==> src/rtl/press_pkg.sv <==
// press_pkg: shared state encoding and event-count width for press_classifier
package press_pkg;
  typedef enum logic [2:0] {IDLE, PRESSED, LONG_HELD, WAIT_SECOND, SECOND_PRESSED} press_state_t;
  localparam int EVT_W = 8;
endpackage

==> src/rtl/edge_detect.sv <==
// edge_detect: registers the previous level and flags rising/falling edges
module edge_detect #(
  parameter logic RST_VAL = 1'b1
) (
  input  logic clk_in,
  input  logic rst_in,
  input  logic level,
  output logic rise,
  output logic fall
);
  logic prev;
  always_ff @(posedge clk_in)
    prev <= rst_in ? RST_VAL : level;
  assign rise = level & ~prev;
  assign fall = ~level & prev;
endmodule

==> src/rtl/press_classifier.sv <==
// press_classifier: short/long/double-click pulses from a debounced level; double click built with PRESS_CLASSIFIER_DOUBLE_EN
module press_classifier
  import press_pkg::*;
#(
  parameter int LONG_CYCLES = 50_000_000,
  parameter int GAP_CYCLES  = 25_000_000,
  parameter int CNT_W       = 27
) (
  input  logic             clk_in,
  input  logic             rst_in,
  input  logic             clean_in,
  output logic             short_out,
  output logic             long_out,
  output logic             double_out,
  output logic             held_out,
  output logic [EVT_W-1:0] event_count_out
);
  press_state_t state;
  logic [CNT_W-1:0] cnt;
  logic rise, fall;
  logic [EVT_W-1:0] evt_inc;
  assign evt_inc = event_count_out + 1'b1;
  // prev resets high so a button held through reset must be seen low first
  edge_detect #(.RST_VAL(1'b1)) u_edge (
    .clk_in (clk_in),
    .rst_in (rst_in),
    .level  (clean_in),
    .rise   (rise),
    .fall   (fall)
  );
`ifndef PRESS_CLASSIFIER_DOUBLE_EN
  assign double_out = 1'b0;
`endif
  always_ff @(posedge clk_in)
    if (rst_in) begin
      state           <= IDLE;
      cnt             <= '0;
      short_out       <= 1'b0;
      long_out        <= 1'b0;
      held_out        <= 1'b0;
      event_count_out <= '0;
`ifdef PRESS_CLASSIFIER_DOUBLE_EN
      double_out      <= 1'b0;
`endif
    end else begin
      short_out <= 1'b0;
      long_out  <= 1'b0;
`ifdef PRESS_CLASSIFIER_DOUBLE_EN
      double_out <= 1'b0;
`endif
      cnt <= (state == PRESSED || state == WAIT_SECOND) ? cnt + 1'b1 : cnt;
      case (state)
        IDLE:
          if (rise) begin
            state <= PRESSED;
            cnt   <= '0;
          end
        PRESSED:
          if (fall) begin
            cnt <= '0;
`ifdef PRESS_CLASSIFIER_DOUBLE_EN
            state <= WAIT_SECOND;
`else
            state           <= IDLE;
            short_out       <= 1'b1;
            event_count_out <= evt_inc;
`endif
          end else if (cnt == CNT_W'(LONG_CYCLES - 1)) begin
            state           <= LONG_HELD;
            cnt             <= '0;
            long_out        <= 1'b1;
            held_out        <= 1'b1;
            event_count_out <= evt_inc;
          end
        LONG_HELD:
          if (fall) begin
            state    <= IDLE;
            cnt      <= '0;
            held_out <= 1'b0;
          end
`ifdef PRESS_CLASSIFIER_DOUBLE_EN
        WAIT_SECOND:
          if (rise) begin
            state <= SECOND_PRESSED;
            cnt   <= '0;
          end else if (cnt == CNT_W'(GAP_CYCLES - 1)) begin
            state           <= IDLE;
            cnt             <= '0;
            short_out       <= 1'b1;
            event_count_out <= evt_inc;
          end
        SECOND_PRESSED:
          if (fall) begin
            state           <= IDLE;
            cnt             <= '0;
            double_out      <= 1'b1;
            event_count_out <= evt_inc;
          end
`endif
        default: begin
          state <= IDLE;
          cnt   <= '0;
        end
      endcase
    end
endmodule

==> config.mk <==
export PLATFORM = sky130hd
export DESIGN_NAME = press_classifier
export DESIGN_NICKNAME = d
export VERILOG_FILES = /design/src/rtl/press_pkg.sv /design/src/rtl/edge_detect.sv /design/src/rtl/press_classifier.sv
export SDC_FILE = /design/constraint.sdc
export NUM_CORES = 1
export LEC_CHECK = 0
export ABC_AREA = 1
export BUFFER_PORTS_ARGS = -buffer_cell sky130_fd_sc_hd__clkbuf_2
export CORE_MARGIN = 4
export CORE_UTILIZATION = 40
export DETAILED_ROUTE_END_ITERATION = 8
export PLACE_DENSITY = 0.55
export RECOVER_POWER = 100
export SYNTH_ARGS = -nofsm -noshare
export SYNTH_HDL_FRONTEND = slang
export SYNTH_SLANG_ARGS = --single-unit
==> constraint.sdc <==
create_clock -name clk_in -period 2.5 [get_ports clk_in]
set_input_delay 0.375 -clock clk_in [delete_from_list [all_inputs] [get_ports clk_in]]
set_output_delay 0.375 -clock clk_in [all_outputs]
set_load 0.03 [all_outputs]
==> out/summary.txt <==
Outcome - complete, no violations
GRT busiest layer - met2
Later-pin clock latency in the skew report - 290 ps
Starting Density - 0.416
RSZ-0062 raised after global routing - no
Overflow after GRT - 0
Placement Cell Area - 0.00224 mm^2
Vias post-DR - 1820
Yosys warnings - 0
Commonest non-fill, non-tap cell in the layout - nand2_1
Final count of negative-setup-slack endpoints - 0
Number of antenna violations at the first check in global routing - 0
Clock-pin slew on the worst setup and hold paths - 80 ps
Fin util - 0.452
Register area share after synthesis - 0.384
GP Congestion - 0.801
Synth unique cells - 28
ANT cells - 0
Slew Limit Headroom - 0.586
First-pass GRT wire length - 7880 um
Mapped Cells - 300
Die height - 81.1 um
Multi-input gate area - 0.00113 mm^2
Mapped cell area - 0.00214 mm^2
Die W - 81.1 um
FP Rows - 26
Critical Path AT - 2140 ps
Actual slew at the worst max-slew pin - 621 ps
Nets - 319
H-tree levels - 2
Critical path required time - 2720 ps
Cts hold-fix bufs - 0
Routed vias/inst - 4.73
Max Slew Vio Count - 0
Final antenna-violating net count - 0
Met1 global-route usage - 0.210
Grt met3 use - 0.0333
Synthesized area per cell - 7.13 um^2
FF+latch area - 821 um^2
DRT Pass-1 Iters - 4
Final hold vios - 0
Critical path's slowest cell - dfxtp_1
FILL cells - 605
Hold WC Path Type - in -> reg
Crit-path max FO - 25
Most frequent cells in the layout - nand2_1 (65), nor2_1 (51), dfxtp_1 (41)
Drt drc - 0
Initial DRC count - 49
# IOs - 15
CTS sink cnt - 41
Tcrit/Tclk final - 0.767
Setup bufs post-CTS - 0
CTS tree - yes
Wirelength, routed - 4490 um
Crit start category - flip-flop
Core footprint - 0.00514 mm^2
Seq cells post-synth - 41
Pin count of the biggest net entering global routing - 26
Vias in the first global route - 1731
Pleak - 0.828 nW
Layout cells sized above 1 - 0.0794
Clock tree buffer depth - 2
Mapped Nets - 305
Max Fclk - 521 MHz
Post-DP HPWL - 3430 um
Number of cells upsized or downsized after cts - 0
Syn-to-layout area delta - 8.72%
Delay of the slowest critical-path stage - 470 ps
Worst hold margin - 318 ps
Cells along the critical path - inv_1 -> nor2_1 -> nand2_1 -> inv_1 -> nand2_1 -> nand3_1 -> nand2_2 -> nor2_1
Routed WL per cell - 11.7 um
Min Tclk post-route - 1920 ps
Die ar. - 0.00658 mm^2
Total CTS buffers - 5
Skew final - 6.27 ps
Crit Path Class - reg -> reg
Met2 usage - 0.240
CP endpoint kind - flip-flop
Root Buffer - clkbuf_8
Port-buffer cells - 13
Tot GR Track Use - 0.152
PD cells - 537 mW/mm^2
Max-cap violations - 0
VDD IR max - 0.269 mV
Setup_tns - 0 ps
Fin area - 0.00232 mm^2
path summary, 6_finish.rpt:
path	startpoint	to	slack, ps	cells past startpoint
setup / recovery	state[0]$_SDFFE_PP0P_	cnt[24]$_SDFF_PP0_	580	8
hold / removal	clean_in	u_edge.prev$_SDFF_PP1_	320	3
setup reg to reg	state[0]$_SDFFE_PP0P_	cnt[24]$_SDFF_PP0_	580	8
hold reg to reg	held_out$_SDFFE_PP0P_	held_out$_SDFFE_PP0P_	470	2
cell families (layout without fill, tap and decap cells):
logic type                 after synthesis  after routing  synth area share
DFF                                     41             41             0.384
xor gates and xnor gates                25             25             0.102
AOI/OAI and AO/OA                       15             15            0.0375
and+or+nand+nor                        178            178             0.384
other                                    1              1           0.00175
buffers and inverters                   38             53            0.0790
adders and majority gates                2              2            0.0117
state kept, by name, indices dropped and copies added (netlist names):
name / count
cnt: 27
event_count_out: 8
state: 2
held_out: 1
long_out: 1
short_out: 1
u_edge.prev: 1
where the power goes:
group / switching [W] / internal (W) / total [W]
Sequential: 0.00000410 / 0.000656 / 0.000660
Combinational: 0.0000301 / 0.00000802 / 0.0000381
Clock: 0.000226 / 0.000325 / 0.000551
Total: 0.000261 / 0.000988 / 0.00125
Yosys cell counts, drive strengths merged:
cell,number,area [um^2]
nand2,67,267
nor2,61,267
dfxtp,41,821
inv,32,120
nand3,26,140
xor2,15,131
a21oi,12,60.1
nand4,11,68.8
xnor2,10,87.6
nor3,8,45.0
buf,5,45.0
ha,2,25.0
nand3b,2,15.0
nor4,2,12.5
a211oi,1,7.51
and3,1,6.26
clkbuf,1,3.75
conb,1,3.75
o211ai,1,7.51
o21ai,1,5.00
per-layer routing:
metal / vias up / routed length (um)
li1: 972 / -
met1: 833 / 2290
met2: 10 / 2040
met3: 5 / 113
met4: 0 / 48
met5: - / 0
stage by stage:
stage	power (W)	setup slack, ps	cells
floorplan	0.000712	1100	300
global placement	0.000718	798	377
detailed placement	0.000718	806	377
CTS	0.00128	779	385
global route	0.00131	363	385
finish	0.00125	582	385
critical path: cells and delay by family (launching register included):
kind,cells,cell delay (ps)
AND/OR/NAND/NOR,6,1090
buffers and inverters,2,260
flip-flops,1,470
final cells by class:
type,count,share of cell area
clock buffer,6,0.0355
clock inverter,2,0.0161
inverter,32,0.0517
multi-input combinational,221,0.484
sequential,41,0.353
tap,70,0.0377
timing repair buffer,13,0.0215
Power figures use the tool's default switching activity.
